`config.mk`:
```
export PLATFORM = sky130hd
export DESIGN_NAME = multicycle_control_unit
export DESIGN_NICKNAME = d
export VERILOG_FILES = /design/src/rtl/control_pkg.sv /design/src/rtl/multicycle_control_unit_mem_wait_timer.sv /design/src/rtl/multicycle_control_unit.sv
export SDC_FILE = /design/constraint.sdc
export NUM_CORES = 1
export LEC_CHECK = 0
export BUFFER_PORTS_ARGS = -buffer_cell sky130_fd_sc_hd__buf_2
export CAP_MARGIN = 25
export CORE_MARGIN = 3
export CORE_UTILIZATION = 25
export CTS_BUF_LIST = sky130_fd_sc_hd__clkbuf_4
export DETAILED_ROUTE_END_ITERATION = 10
export SLEW_MARGIN = 20
export SYNTH_ARGS = -nofsm -noshare
export SYNTH_HDL_FRONTEND = slang
export SYNTH_SLANG_ARGS = --single-unit
```
`constraint.sdc`:
```
create_clock -name clk -period 1.75 [get_ports clk]
set_input_delay 0.2625 -clock clk [delete_from_list [all_inputs] [get_ports clk]]
set_output_delay 0.2625 -clock clk [all_outputs]
set_load 0.01 [all_outputs]
```
`src/rtl/control_pkg.sv`:
```
// Shared encodings for the multi-cycle RV32I control unit: opcodes, FSM states,
// ALU operation codes and datapath mux select codes.
package control_pkg;

    localparam logic [6:0] OP_LOAD   = 7'b0000011;
    localparam logic [6:0] OP_STORE  = 7'b0100011;
    localparam logic [6:0] OP_RTYPE  = 7'b0110011;
    localparam logic [6:0] OP_ITYPE  = 7'b0010011;
    localparam logic [6:0] OP_BRANCH = 7'b1100011;
    localparam logic [6:0] OP_JAL    = 7'b1101111;
    localparam logic [6:0] OP_LUI    = 7'b0110111;

    typedef enum logic [3:0] {
        S_IDLE     = 4'd0,
        S_FETCH    = 4'd1,
        S_DECODE   = 4'd2,
        S_MEMADR   = 4'd3,
        S_MEMREAD  = 4'd4,
        S_MEMWB    = 4'd5,
        S_MEMWRITE = 4'd6,
        S_EXECR    = 4'd7,
        S_EXECI    = 4'd8,
        S_ALUWB    = 4'd9,
        S_BEQ      = 4'd10,
        S_JAL      = 4'd11,
        S_LUI      = 4'd12,
        S_TRAP     = 4'd13
    } state_t;

    localparam logic [1:0] ALU_ADD   = 2'b00;
    localparam logic [1:0] ALU_SUB   = 2'b01;
    localparam logic [1:0] ALU_FUNCT = 2'b10;

    localparam logic [1:0] SRCA_PC    = 2'b00;
    localparam logic [1:0] SRCA_OLDPC = 2'b01;
    localparam logic [1:0] SRCA_RS1   = 2'b10;

    localparam logic [1:0] SRCB_RS2  = 2'b00;
    localparam logic [1:0] SRCB_IMM  = 2'b01;
    localparam logic [1:0] SRCB_FOUR = 2'b10;

    localparam logic [1:0] RES_ALUOUT = 2'b00;
    localparam logic [1:0] RES_MEM    = 2'b01;
    localparam logic [1:0] RES_ALU    = 2'b10;

endpackage

```
`src/rtl/multicycle_control_unit_mem_wait_timer.sv`:
```
// Counts cycles spent waiting on mem_ready; expired flags the configured limit.
module mem_wait_timer #(
    parameter int TMR_W       = 8,
    parameter int MEM_TIMEOUT = 15
) (
    input  logic clk,
    input  logic rst,
    input  logic clear,
    input  logic en,
    output logic expired
);

    logic [TMR_W-1:0] count;

    always_ff @(posedge clk or posedge rst) begin
        if (rst)
            count <= '0;
        else if (clear)
            count <= '0;
        else if (en)
            count <= count + TMR_W'(1);
    end

    assign expired = (count == TMR_W'(MEM_TIMEOUT));

endmodule

```
`src/rtl/multicycle_control_unit.sv`:
```
// Multi-cycle RV32I control FSM over a shared req/ready memory.
// Define CU_PERF_CNT_EN to build the retired-instruction counter on instret.
module multicycle_control_unit
    import control_pkg::*;
#(
    parameter int ALUOP_W     = 2,
    parameter int MEM_TIMEOUT = 15,
    parameter int TMR_W       = 8,
    parameter int CNT_W       = 32
) (
    input  logic               clk,
    input  logic               rst,
    input  logic               run,
    input  logic [6:0]         opcode,
    input  logic               zero,
    input  logic               mem_ready,
    output logic               mem_req,
    output logic               mem_we,
    output logic               iord,
    output logic               ir_write,
    output logic               pc_write,
    output logic               reg_write,
    output logic [1:0]         alu_src_a,
    output logic [1:0]         alu_src_b,
    output logic [ALUOP_W-1:0] alu_op,
    output logic [1:0]         result_src,
    output logic               illegal,
    output logic               mem_fault,
    output logic [3:0]         state_o,
    output logic [CNT_W-1:0]   instret
);

    state_t     state, next_state;
    logic       in_mem, expired, timeout, set_illegal;
    logic [1:0] alu_code;

    // The wait count restarts whenever a memory request completes or we leave the memory states.
    assign in_mem  = (state == S_FETCH) || (state == S_MEMREAD) || (state == S_MEMWRITE);
    assign timeout = in_mem && !mem_ready && expired;

    mem_wait_timer #(
        .TMR_W       (TMR_W),
        .MEM_TIMEOUT (MEM_TIMEOUT)
    ) u_wait_timer (
        .clk     (clk),
        .rst     (rst),
        .clear   (!in_mem || mem_ready),
        .en      (in_mem && !mem_ready),
        .expired (expired)
    );

    always_ff @(posedge clk or posedge rst) begin
        if (rst) begin
            state     <= S_IDLE;
            illegal   <= 1'b0;
            mem_fault <= 1'b0;
        end else begin
            state <= next_state;
            if (set_illegal)
                illegal <= 1'b1;
            if (timeout)
                mem_fault <= 1'b1;
        end
    end

    always_comb begin
        next_state  = state;
        set_illegal = 1'b0;
        mem_req     = 1'b0;
        mem_we      = 1'b0;
        iord        = 1'b0;
        ir_write    = 1'b0;
        pc_write    = 1'b0;
        reg_write   = 1'b0;
        alu_src_a   = SRCA_PC;
        alu_src_b   = SRCB_RS2;
        alu_code    = ALU_ADD;
        result_src  = RES_ALUOUT;
        case (state)
            S_IDLE: if (run) next_state = S_FETCH;
            S_FETCH: begin
                mem_req    = 1'b1;
                alu_src_b  = SRCB_FOUR;
                result_src = RES_ALU;
                ir_write   = mem_ready;
                pc_write   = mem_ready;
                if (mem_ready)    next_state = S_DECODE;
                else if (timeout) next_state = S_TRAP;
            end
            S_DECODE: begin
                alu_src_a = SRCA_OLDPC;
                alu_src_b = SRCB_IMM;
                case (opcode)
                    OP_LOAD, OP_STORE: next_state = S_MEMADR;
                    OP_RTYPE:          next_state = S_EXECR;
                    OP_ITYPE:          next_state = S_EXECI;
                    OP_BRANCH:         next_state = S_BEQ;
                    OP_JAL:            next_state = S_JAL;
                    OP_LUI:            next_state = S_LUI;
                    default: begin
                        next_state  = S_TRAP;
                        set_illegal = 1'b1;
                    end
                endcase
            end
            S_MEMADR: begin
                alu_src_a  = SRCA_RS1;
                alu_src_b  = SRCB_IMM;
                next_state = (opcode == OP_STORE) ? S_MEMWRITE : S_MEMREAD;
            end
            S_MEMREAD: begin
                mem_req = 1'b1;
                iord    = 1'b1;
                if (mem_ready)    next_state = S_MEMWB;
                else if (timeout) next_state = S_TRAP;
            end
            S_MEMWB: begin
                result_src = RES_MEM;
                reg_write  = 1'b1;
                next_state = S_FETCH;
            end
            S_MEMWRITE: begin
                mem_req = 1'b1;
                mem_we  = 1'b1;
                iord    = 1'b1;
                if (mem_ready)    next_state = S_FETCH;
                else if (timeout) next_state = S_TRAP;
            end
            S_EXECR: begin
                alu_src_a  = SRCA_RS1;
                alu_code   = ALU_FUNCT;
                next_state = S_ALUWB;
            end
            S_EXECI: begin
                alu_src_a  = SRCA_RS1;
                alu_src_b  = SRCB_IMM;
                alu_code   = ALU_FUNCT;
                next_state = S_ALUWB;
            end
            S_ALUWB: begin
                reg_write  = 1'b1;
                next_state = S_FETCH;
            end
            S_BEQ: begin
                alu_src_a  = SRCA_RS1;
                alu_code   = ALU_SUB;
                pc_write   = zero;
                next_state = S_FETCH;
            end
            // JAL takes the precomputed target now and writes the return address via ALUWB.
            S_JAL: begin
                alu_src_a  = SRCA_OLDPC;
                alu_src_b  = SRCB_FOUR;
                pc_write   = 1'b1;
                next_state = S_ALUWB;
            end
            S_LUI: begin
                alu_src_a  = SRCA_RS1;
                alu_src_b  = SRCB_IMM;
                next_state = S_ALUWB;
            end
            S_TRAP:  next_state = S_TRAP;
            default: next_state = S_IDLE;
        endcase
    end

    assign alu_op  = ALUOP_W'(alu_code);
    assign state_o = state;

`ifdef CU_PERF_CNT_EN
    logic [CNT_W-1:0] instret_q;
    logic             retire;

    assign retire = (next_state == S_FETCH) &&
                    ((state == S_MEMWB) || (state == S_MEMWRITE) ||
                     (state == S_ALUWB) || (state == S_BEQ));

    always_ff @(posedge clk or posedge rst) begin
        if (rst)
            instret_q <= '0;
        else if (retire)
            instret_q <= instret_q + CNT_W'(1);
    end

    assign instret = instret_q;
`else
    assign instret = '0;
`endif

endmodule

```
Word-level counts from Yosys, hierarchy flattened
Index checks and enable logic that the tools add are counted.
Word-level totals
  word-level logic and storage cells: 70
  register bits after elaboration: 14
  output and inout port bits: 52
  bits of input ports: 12
Cells by class
  multiplexer cells: 22
  $add $sub $neg: 1
  eq/ne operators: 22
  reduce and logical (&&, ||, !) cells: 21
Operators with widths (count)
  case mux 4 bit (9 select lines): 1
  equality test 4 bit, second input constant: 6
  case mux 4 bit (6 select lines): 1
  equality test 7 x 6 -> 1 bit, second input constant: 3
  2-to-1 mux 4 bit: 5
  equality test 4 x 3 -> 1 bit, second input constant: 4
  2-to-1 mux 8 bit: 2
  case mux 2 bit (2 select lines): 4
  equality test 7 bit, second input constant: 2
  OR reduction 2 bit: 6
  adder 8 x 1 -> 8 bit, second input constant: 1
  equality test 4 x 2 -> 1 bit, second input constant: 2
  equality test 8 x 4 -> 1 bit, second input constant: 1
  OR reduction 4 bit: 2
  equality test 7 x 2 -> 1 bit, second input constant: 1
  equality test 7 x 5 -> 1 bit, second input constant: 1
  2-to-1 mux 1 bit: 7
  OR reduction 7 bit: 1
  OR reduction 3 bit: 2
  OR reduction 5 bit: 1
  equality test 4 x 1 -> 1 bit, second input constant: 1
  zero test 4 bit: 1
  logical OR 1 bit: 3
  case mux 1 bit (3 select lines): 1
  5 further kinds: 7

Logic depth before layout (Yosys ltp)
Gate-level depths: netlist of the first run.
  word-level depth: 8
  depth in mapped cells: 5
  depth with buffers taken out: 5

Cells and area by module
From an unflattened synthesis of the first run, not the netlist that was laid out.
Second synthesis, totals
  cells, all modules: 180
  area total of the unflattened synthesis: 1390.1 µm²
By module, submodules not included
  multicycle_control_unit: cells an instance 140, area each 982.2 µm², seq. area each 150.1 µm², times used 1
  mem_wait_timer: cells an instance 40, area each 407.9 µm², seq. area each 200.2 µm², times used 1

Least setup slack after synthesis of the first run
Ideal clock, no wire load.
  kind: register to output
  start: reg state[3] (netlist: state_o[3])
  end: out mem_req
  required time: 1487 ps
  slack: 202 ps
  stages on the path, launching flop included: 5
  arrival time: 1286 ps
  path buffers: 1
  cells stage by stage: dfrtp_1 clkbuf_1 or2_2 nor2_1 or2_2
On the way
  word-level cells in the longest chain between the ends: 3
  elaborated cells between the ends (all ways): 5
  classes of those cells: 3 x eq/ne; 1 x mux; 1 x reduce/logical
RTL lines
  start: declaration: line multicycle_control_unit.sv:33  | state_t state, next_state;
  start signal: assignment: line multicycle_control_unit.sv:58  | state <= next_state;
  equality test 4 x 1 -> 1 bit or equality test 4 x 3 -> 1 bit (tied branches): line multicycle_control_unit.sv:79  | case (state)
  OR reduction 3 bit (no source line) (*)
  2-to-1 mux 1 bit (*): line multicycle_control_unit.sv:79
  end: declaration: line multicycle_control_unit.sv:17  | output logic mem_req,
Every way passes the cells marked *; elsewhere a longest branch is shown, timed or not.

Worst setup path in the final report of the first run
  start: reg state[0] (netlist: state_o[0])
  end: out mem_we
On the way
  word-level cells in the longest chain between the ends: 2
RTL lines
  equality test 4 x 3 -> 1 bit: line multicycle_control_unit.sv:79
  2-to-1 mux 1 bit: line multicycle_control_unit.sv:79
  end: declaration: line multicycle_control_unit.sv:18  | output logic mem_we,
No other way between the ends.

==> metrics.md, run 1 <==
| Metric | Value |
|---|---|
| Final period utilization | 96.16% |
| Via Count | 1,175 |
| Placed Area | 0.001415 mm2 |
| Fin cells | ~270 |
| Vias in the first global route | between 1,000 and 1,500 |
| Core Rows | 25 |
| Share of the synthesized area in the top cell type | 27.50% |
| Pleak | ~0.74 nW |
| # diodes | 0 |
| FF-to-FF End | state_o[2]$_DFFE_PP0P_ |
| Die Area | 0.005988 mm2 |
| Global-route wire length before repair | between 4000 and 5000 um |
| Final #Nets | 218 |
| Main synth FF type | dfrtp_1 |
| Worst Hold Slack | -0.005382 ns |
| Fraction of registers with async set/reset | 100.0% |
| Top-count cell post-synth | buf_4 |
| Cts hold-fix bufs | 0 |
| FF-to-FF path depth | 5 |
| Port Buf Inserts | 31 |
| DR DRC count | 0 |
| Max Fclk | 594.2 MHz |
| Initial antenna violation count | 0 |
| Inst Count DP | 258 |
| Antenna Nets Post-Route | 0 |
| Pin count of the biggest net entering global routing | 15 |
| Synth Area in Compound Gates | between 10% and 20% |
| Adder-cell share of the synthesized area | 0.9823% |
| TritonCTS Buffers | 3 |
| Die Height | around 77 um |
| Yosys warns | 0 |
| Synth Area in XOR/XNOR | between 4 and 5% |
| Clock Root Buffer | clkbuf_4 |
| Setup_tns | 0 ns |
| H-tree depth | 1 |
| Remaining Overflow, GRT | 0 |
| Cell Pwr Density | 1359 mW/mm2 |
| Core area | around 0.0048 mm2 |
| Crit Path Class | reg2out |
| Die X | 77.38 um |
| Largest family of logic cells by synthesized area | simple AND/OR/NAND/NOR gates |
| Slew Limit Fails | 0 |
| EDFF count, synth | 0 |
| Clock Tree Buf Depth | 2 |
| Post-synthesis cell area | 0.001274 mm2 |
| Worst Skew | ~0.011 ns |
| Clock slew at reported path FFs | ~0.090 ns |
| Post-route minimum period | 1.683 ns |
| Multiplexer area fraction after synthesis | 0.7859% |
| IR drop worst, VDD | 0.3105 mV |
| Netlist cell types | 48 |
| Seq/Total Area, Yosys | 27.50% |
| Leading post-synthesis cells by cell area | dfrtp_1, buf_4, nor2_1, nand2_1, xnor2_1 |
| Worst slew margin | 65.55% |
| Post-synth top area cell | dfrtp_1 |
| R2r setup slk | ~0.067 ns |
| Routability cong. | about 0.80 |
| Violated checks | negative hold slack |
| Commonest cells in the netlist | buf_4, nor2_1, dfrtp_1 |
| Setup crit start kind | flip-flop |
| Setup violators final | 0 |
| Vias per cell | around 4.3 |
| Post-Syn Instances | 160 |
| Wirelength per Cell | 11.12 um |
| Clk_lat worst skew | roughly 0.28 ns |
| Final wirelength | 3014 um |
| CP max FO | 6 |
| Status | finished, violations left |
| Simple-gate area share of the yosys netlist | a little over a quarter |
| Average cell area after synthesis | 7.961 um2 |
| Synthesized flop and latch total | 14 |
| Area growth, synth to finish | 19.16% |
| RR Startpoint | state_o[0]$_DFFE_PP0P_ |
| Total Routing Usage GR | 9.587% |
| Initial DRC count | 53 |
| Final hold violations | 8 |
| Final HPWL DP | 2244 um |
| Tot Pwr | approximately 0.0021 W |
| Initial core utilization | 26.44% |
| CP Capture Type | output pin |
| Measured slew at the worst slew-check pin | around 0.52 ns |
| HP Class | in2async |
| Top-level I/O count | 64 |
| CTS tree | built |
| WP data arrival | 1.42 ns |
| # Max-Cap Violations | 0 |
| Share of cells above drive strength 1 | 29.90% |
| Sink Count | 14 |
| Design area | around 0.0015 mm2 |
| Pre-antenna DRT Iters | 4 |
| CP required | around 1.5 ns |
==> layout make-up <==
| cell class | count | area, um2 |
|---|---|---|
| multi-input cells | 133 | 758.2 |
| inverters | 6 | 22.52 |
| clock inverters | 1 | 3.754 |
| flip-flops and latches | 14 | 354.1 |
| fillers | 531 | 3299 |
| repair buffers | 47 | 272.8 |
| well taps | 67 | 83.83 |
| clock buffers | 3 | 22.52 |
==> per-layer routing <==
layer / track usage, % / vias to the layer above / wire length, um
met5: 0 / - / 0
met4: 1.601 / 0 / 22
met3: 3.596 / 4 / 247
met2: 14.59 / 42 / 1374
met1: 13.10 / 545 / 1370
li1: - / 584 / -
==> how the worst max path moves through the flow <==
stage	startpoint	endpoint	slack [ns]	depth (start not counted)
finish	state_o[0]$_DFFE_PP0P_	mem_we	0.07	3
global route	state_o[0]$_DFFE_PP0P_	state_o[2]$_DFFE_PP0P_	-0.02	5
CTS	state_o[0]$_DFFE_PP0P_	mem_req	0.005	4
detailed placement	state_o[0]$_DFFE_PP0P_	state_o[0]$_DFFE_PP0P_	0.11	4
global placement	state_o[0]$_DFFE_PP0P_	state_o[0]$_DFFE_PP0P_	0.08	4
floorplan	state_o[3]$_DFFE_PP0P_	mem_req	0.20	4
==> per-stage QoR <==
stage	utilization [%]	setup slack, ns	hold WS, ns
after floorplan	-	0.2017	0.1517
after CTS	30.31	0.004881	0.01775
after detailed placement	29.38	0.1138	0.3273
after global routing	31.51	-0.01881	0.05706
after global placement	29.38	0.07931	0.3240
final	31.51	0.06720	-0.005382
==> cell families (layout without fill, tap and decap cells) <==
family,count (synthesis),after routing
and+or+nand+nor,63,63
buffers and inverters,44,57
AOI/OAI and AO/OA,29,29
DFF,14,14
xor gates and xnor gates,7,7
adders and majority gates,1,1
other,1,32
muxes,1,1
==> sequential cells by signal (all words and copies together) (netlist names) <==
| register | cells |
|---|---|
| u_wait_timer.count | 8 |
| state_o | 4 |
| illegal | 1 |
| mem_fault | 1 |
==> worst max-delay path, cell delays in order (launching register included) <==
cell and delay (ns):
dfrtp_2 0.47, or2_2 0.34, nor2_1 0.17, buf_2 0.16
==> power breakdown <==
part	total (W)	internal [W]	switching (W)
clock	0.000186	0.0000826	0.000104
combinational	0.00139	0.000626	0.000767
sequential	0.000484	0.000401	0.0000828
==> repair_timing <==
item	4_1_cts	5_1_grt
gates resized for setup	3	5
setup buffers	2	7
setup endpoints to repair	5	7
hold endpoints to repair	0	0
==> cell usage in the layout, fill, tap and decap left out, drive strengths merged, types with 2 or more instances in the layout <==
cell / Yosys / layout
dfrtp: 14 / 14
xnor2: 4 / 4
and3: 2 / 2
nand3b: 2 / 2
o311ai: 2 / 2
nand3: 3 / 3
clkbuf: 3 / 4
nor2: 19 / 19
nand2b: 4 / 4
buf: 35 / 46
a21boi: 2 / 2
inv: 6 / 6
xor2: 3 / 3
nor3: 6 / 6
conb: 1 / 32
and2b: 2 / 2
nand4: 3 / 3
o21ai: 6 / 6
a21oi: 4 / 4
nand2: 10 / 10
o22ai: 2 / 2
nor3b: 3 / 3
or2: 2 / 2
o31ai: 2 / 2
(Power assumes the default switching activity.)
==> run 2, diff against run 1 <==
--- a/config.mk
+++ b/config.mk
@@ -7,10 +7,13 @@
 export LEC_CHECK = 0
 export BUFFER_PORTS_ARGS = -buffer_cell sky130_fd_sc_hd__buf_2
 export CAP_MARGIN = 25
+export CORE_ASPECT_RATIO = 1.4
 export CORE_MARGIN = 3
 export CORE_UTILIZATION = 25
 export CTS_BUF_LIST = sky130_fd_sc_hd__clkbuf_4
 export DETAILED_ROUTE_END_ITERATION = 10
+export PLACE_DENSITY_LB_ADDON = 0.2
+export RECOVER_POWER = 100
 export SLEW_MARGIN = 20
 export SYNTH_ARGS = -nofsm -noshare
 export SYNTH_HDL_FRONTEND = slang
==> run 2 against run 1 <==
Effect of this change:
- the run now ends clean
- cell count down 2.6%
- core utilization down 0.87 points
- worst setup slack better by 0.0075 ns
- critical path type unchanged
- largest power group unchanged
==> metrics.md, run 2 (synthesis gave the netlist of run 1 again) <==
| Metric | Value |
|---|---|
| Multi-input logic area | 768.2 um2 (was 758.2 um2) |
| Total Routing Usage GR | 10.08% (was 9.587%) |
| Clock Tree Buf Depth | 2 (unchanged) |
| RSZ-0062 raised after global routing | yes |
| Register area | 355.3 um2 (was 354.1 um2) |
| Sink Count | 14 (unchanged) |
| Die X | 66.33 um (was 77.38 um) |
| Clk_lat worst skew | 0.27 ns (was 0.28 ns) |
| Initial antenna violation count | 0 (unchanged) |
| Setup violators final | 0 (unchanged) |
| Setup crit start kind | flip-flop (unchanged) |
| Pre-antenna DRT Iters | 4 (unchanged) |
| # diodes | 0 (unchanged) |
| Final #Nets | 215 (was 218) |
| Antenna Nets Post-Route | 0 (unchanged) |
| Clock Root Buffer | clkbuf_4 (unchanged) |
| Initial DRC count | 23 (was 53) |
| Area growth, synth to finish | 17.39% (was 19.16%) |
| RR Startpoint | state_o[1]$_DFFE_PP0P_ (was state_o[0]$_DFFE_PP0P_) |
| FF-to-FF End | state_o[2]$_DFFE_PP0P_ (unchanged) |
| Fillers | 561 (was 531) |
| Post-route minimum period | 1.675 ns (was 1.683 ns) |
| Core area | 0.004880 mm2 (was 0.004817 mm2) |
| Largest Register | u_wait_timer.count (unchanged) |
| CP max FO | 12 (was 6) |
| Fin cells | 264 (was 271) |
| Inst Count DP | 256 (was 258) |
| Final wirelength | 3042 um (was 3014 um) |
| Die Area | 0.005999 mm2 (was 0.005988 mm2) |
| Core Rows | 30 (was 25) |
| Final HPWL DP | 2467 um (was 2244 um) |
| DR DRC count | 0 (unchanged) |
| Cell Pwr Density | 1332 mW/mm2 (was 1359 mW/mm2) |
| Vias per cell | 4.284 (was 4.336) |
| Wirelength per Cell | 11.52 um (was 11.12 um) |
| CTS tree | built (unchanged) |
| HP Class | in2async (unchanged) |
| H-tree depth | 1 (unchanged) |
| Design area | 0.001495 mm2 (was 0.001518 mm2) |
| Max Fclk | 596.9 MHz (was 594.2 MHz) |
| Slew Limit Fails | 0 (unchanged) |
| Worst slew margin | 64.87% (was 65.55%) |
| Worst Skew | 0.002009 ns (was 0.01138 ns) |
| Port Buf Inserts | 31 (unchanged) |
| Vias in the first global route | 1,067 (was 1,013) |
| Max reg flops | 8 (unchanged) |
| Routability cong. | 0.7443 (was 0.7985) |
| Worst Hold Slack | 0.007647 ns (was -0.005382 ns) |
| Placed Area | 0.001419 mm2 (was 0.001415 mm2) |
| FF-to-FF path depth | 5 (unchanged) |
| # Max-Cap Violations | 0 (unchanged) |
| Final hold violations | 0 (was 8) |
| Pleak | 0.7120 nW (was 0.7366 nW) |
| CP Capture Type | output pin (unchanged) |
| Share of cells above drive strength 1 | 27.50% (was 29.90%) |
| Measured slew at the worst slew-check pin | 0.5264 ns (was 0.5162 ns) |
| TritonCTS Buffers | 3 (unchanged) |
| Setup_tns | 0 ns (unchanged) |
| Global-route wire length before repair | 4892 um (was 4761 um) |
| Top-level I/O count | 64 (unchanged) |
| Via Count | 1,131 (was 1,175) |
| Die Height | 90.46 um (was 77.38 um) |
| Commonest non-fill, non-tap cell in the layout | conb_1 (unchanged) |
| Initial core utilization | 26.10% (was 26.44%) |
| Final period utilization | 95.73% (was 96.16%) |
| Remaining Overflow, GRT | 0 (unchanged) |
| Cts hold-fix bufs | 0 (unchanged) |
| Crit Path Class | reg2out (unchanged) |
| WP data arrival | 1.41 ns (was 1.42 ns) |
| CP required | 1.49 ns (about the same) |
| IR drop worst, VDD | 0.3721 mV (was 0.3105 mV) |
| Clock slew at reported path FFs | 0.08 ns (was 0.09 ns) |
| Most frequent cells in the layout | conb_1, buf_2, nor2_1, dfrtp_1, buf_4 (was conb_1, buf_2, nor2_1, buf_4, dfrtp_1) |
| Pin count of the biggest net entering global routing | 15 (unchanged) |
| R2r setup slk | 0.16 ns (was 0.07 ns) |
| Status | finished clean (was finished, violations left) |
==> run 2: layer usage <==
metal / share of wire (%) / routed length, um / up-vias / GRT usage [%]
met1: 42 / 1292 / 508 / 12.59
met5: 0 / 0 / - / 0
met3: 6.4 / 194 / 5 / 1.245
li1: - / - / 578 / -
met4: 1.3 / 39 / 0 / 3.051
met2: 50 / 1516 / 40 / 17.56
==> run 2: worst max path at each step <==
stage	startpoint	slack [ns]	to
floorplan	state_o[3]$_DFFE_PP0P_	0.20	mem_req
global placement	state_o[3]$_DFFE_PP0P_	0.14	state_o[2]$_DFFE_PP0P_
detailed placement	state_o[3]$_DFFE_PP0P_	0.18	state_o[2]$_DFFE_PP0P_
CTS	state_o[3]$_DFFE_PP0P_	0.02	mem_req
global route	state_o[3]$_DFFE_PP0P_	-0.03	reg_write
finish	state_o[3]$_DFFE_PP0P_	0.07	reg_write
==> run 2: per-stage QoR <==
step | utilization, % | total power [W] | setup slack, ns
global route | 30.64 | 0.002183 | -0.03290
CTS | 30.13 | 0.001966 | 0.01952
detailed placement | 29.08 | 0.001722 | 0.1755
finish | 30.64 | 0.001992 | 0.07473
global placement | 29.08 | 0.001729 | 0.1385
floorplan | - | 0.001308 | 0.2017
==> run 2: power breakdown <==
group          leakage, nW  internal [W]  switching (W)
registers            0.180      0.000403      0.0000849
logic                0.518      0.000579       0.000749
clock network       0.0138     0.0000797      0.0000954
==> run 2: what timing repair did <==
action	4_1_cts	5_1_grt
gates resized for setup	5	6
buffers inserted	3	2
gates cloned	0	0
endpoints found under the setup margin	3	4
==> run 2: final cells by class <==
| cell class | count | area share (%) |
|---|---|---|
| sequential | 14 | 23.77 |
| inverter | 6 | 1.506 |
| tap | 64 | 5.356 |
| multi-input combinational | 133 | 51.38 |
| timing repair buffer | 44 | 16.49 |
| clock buffer | 3 | 1.506 |
==> run 2: worst max-delay path, cell delays in order, from the launching register on <==
cell	delay [ns]
dfrtp_2	0.45
buf_4	0.19
xnor2_1	0.15
nor3b_1	0.19
buf_2	0.16
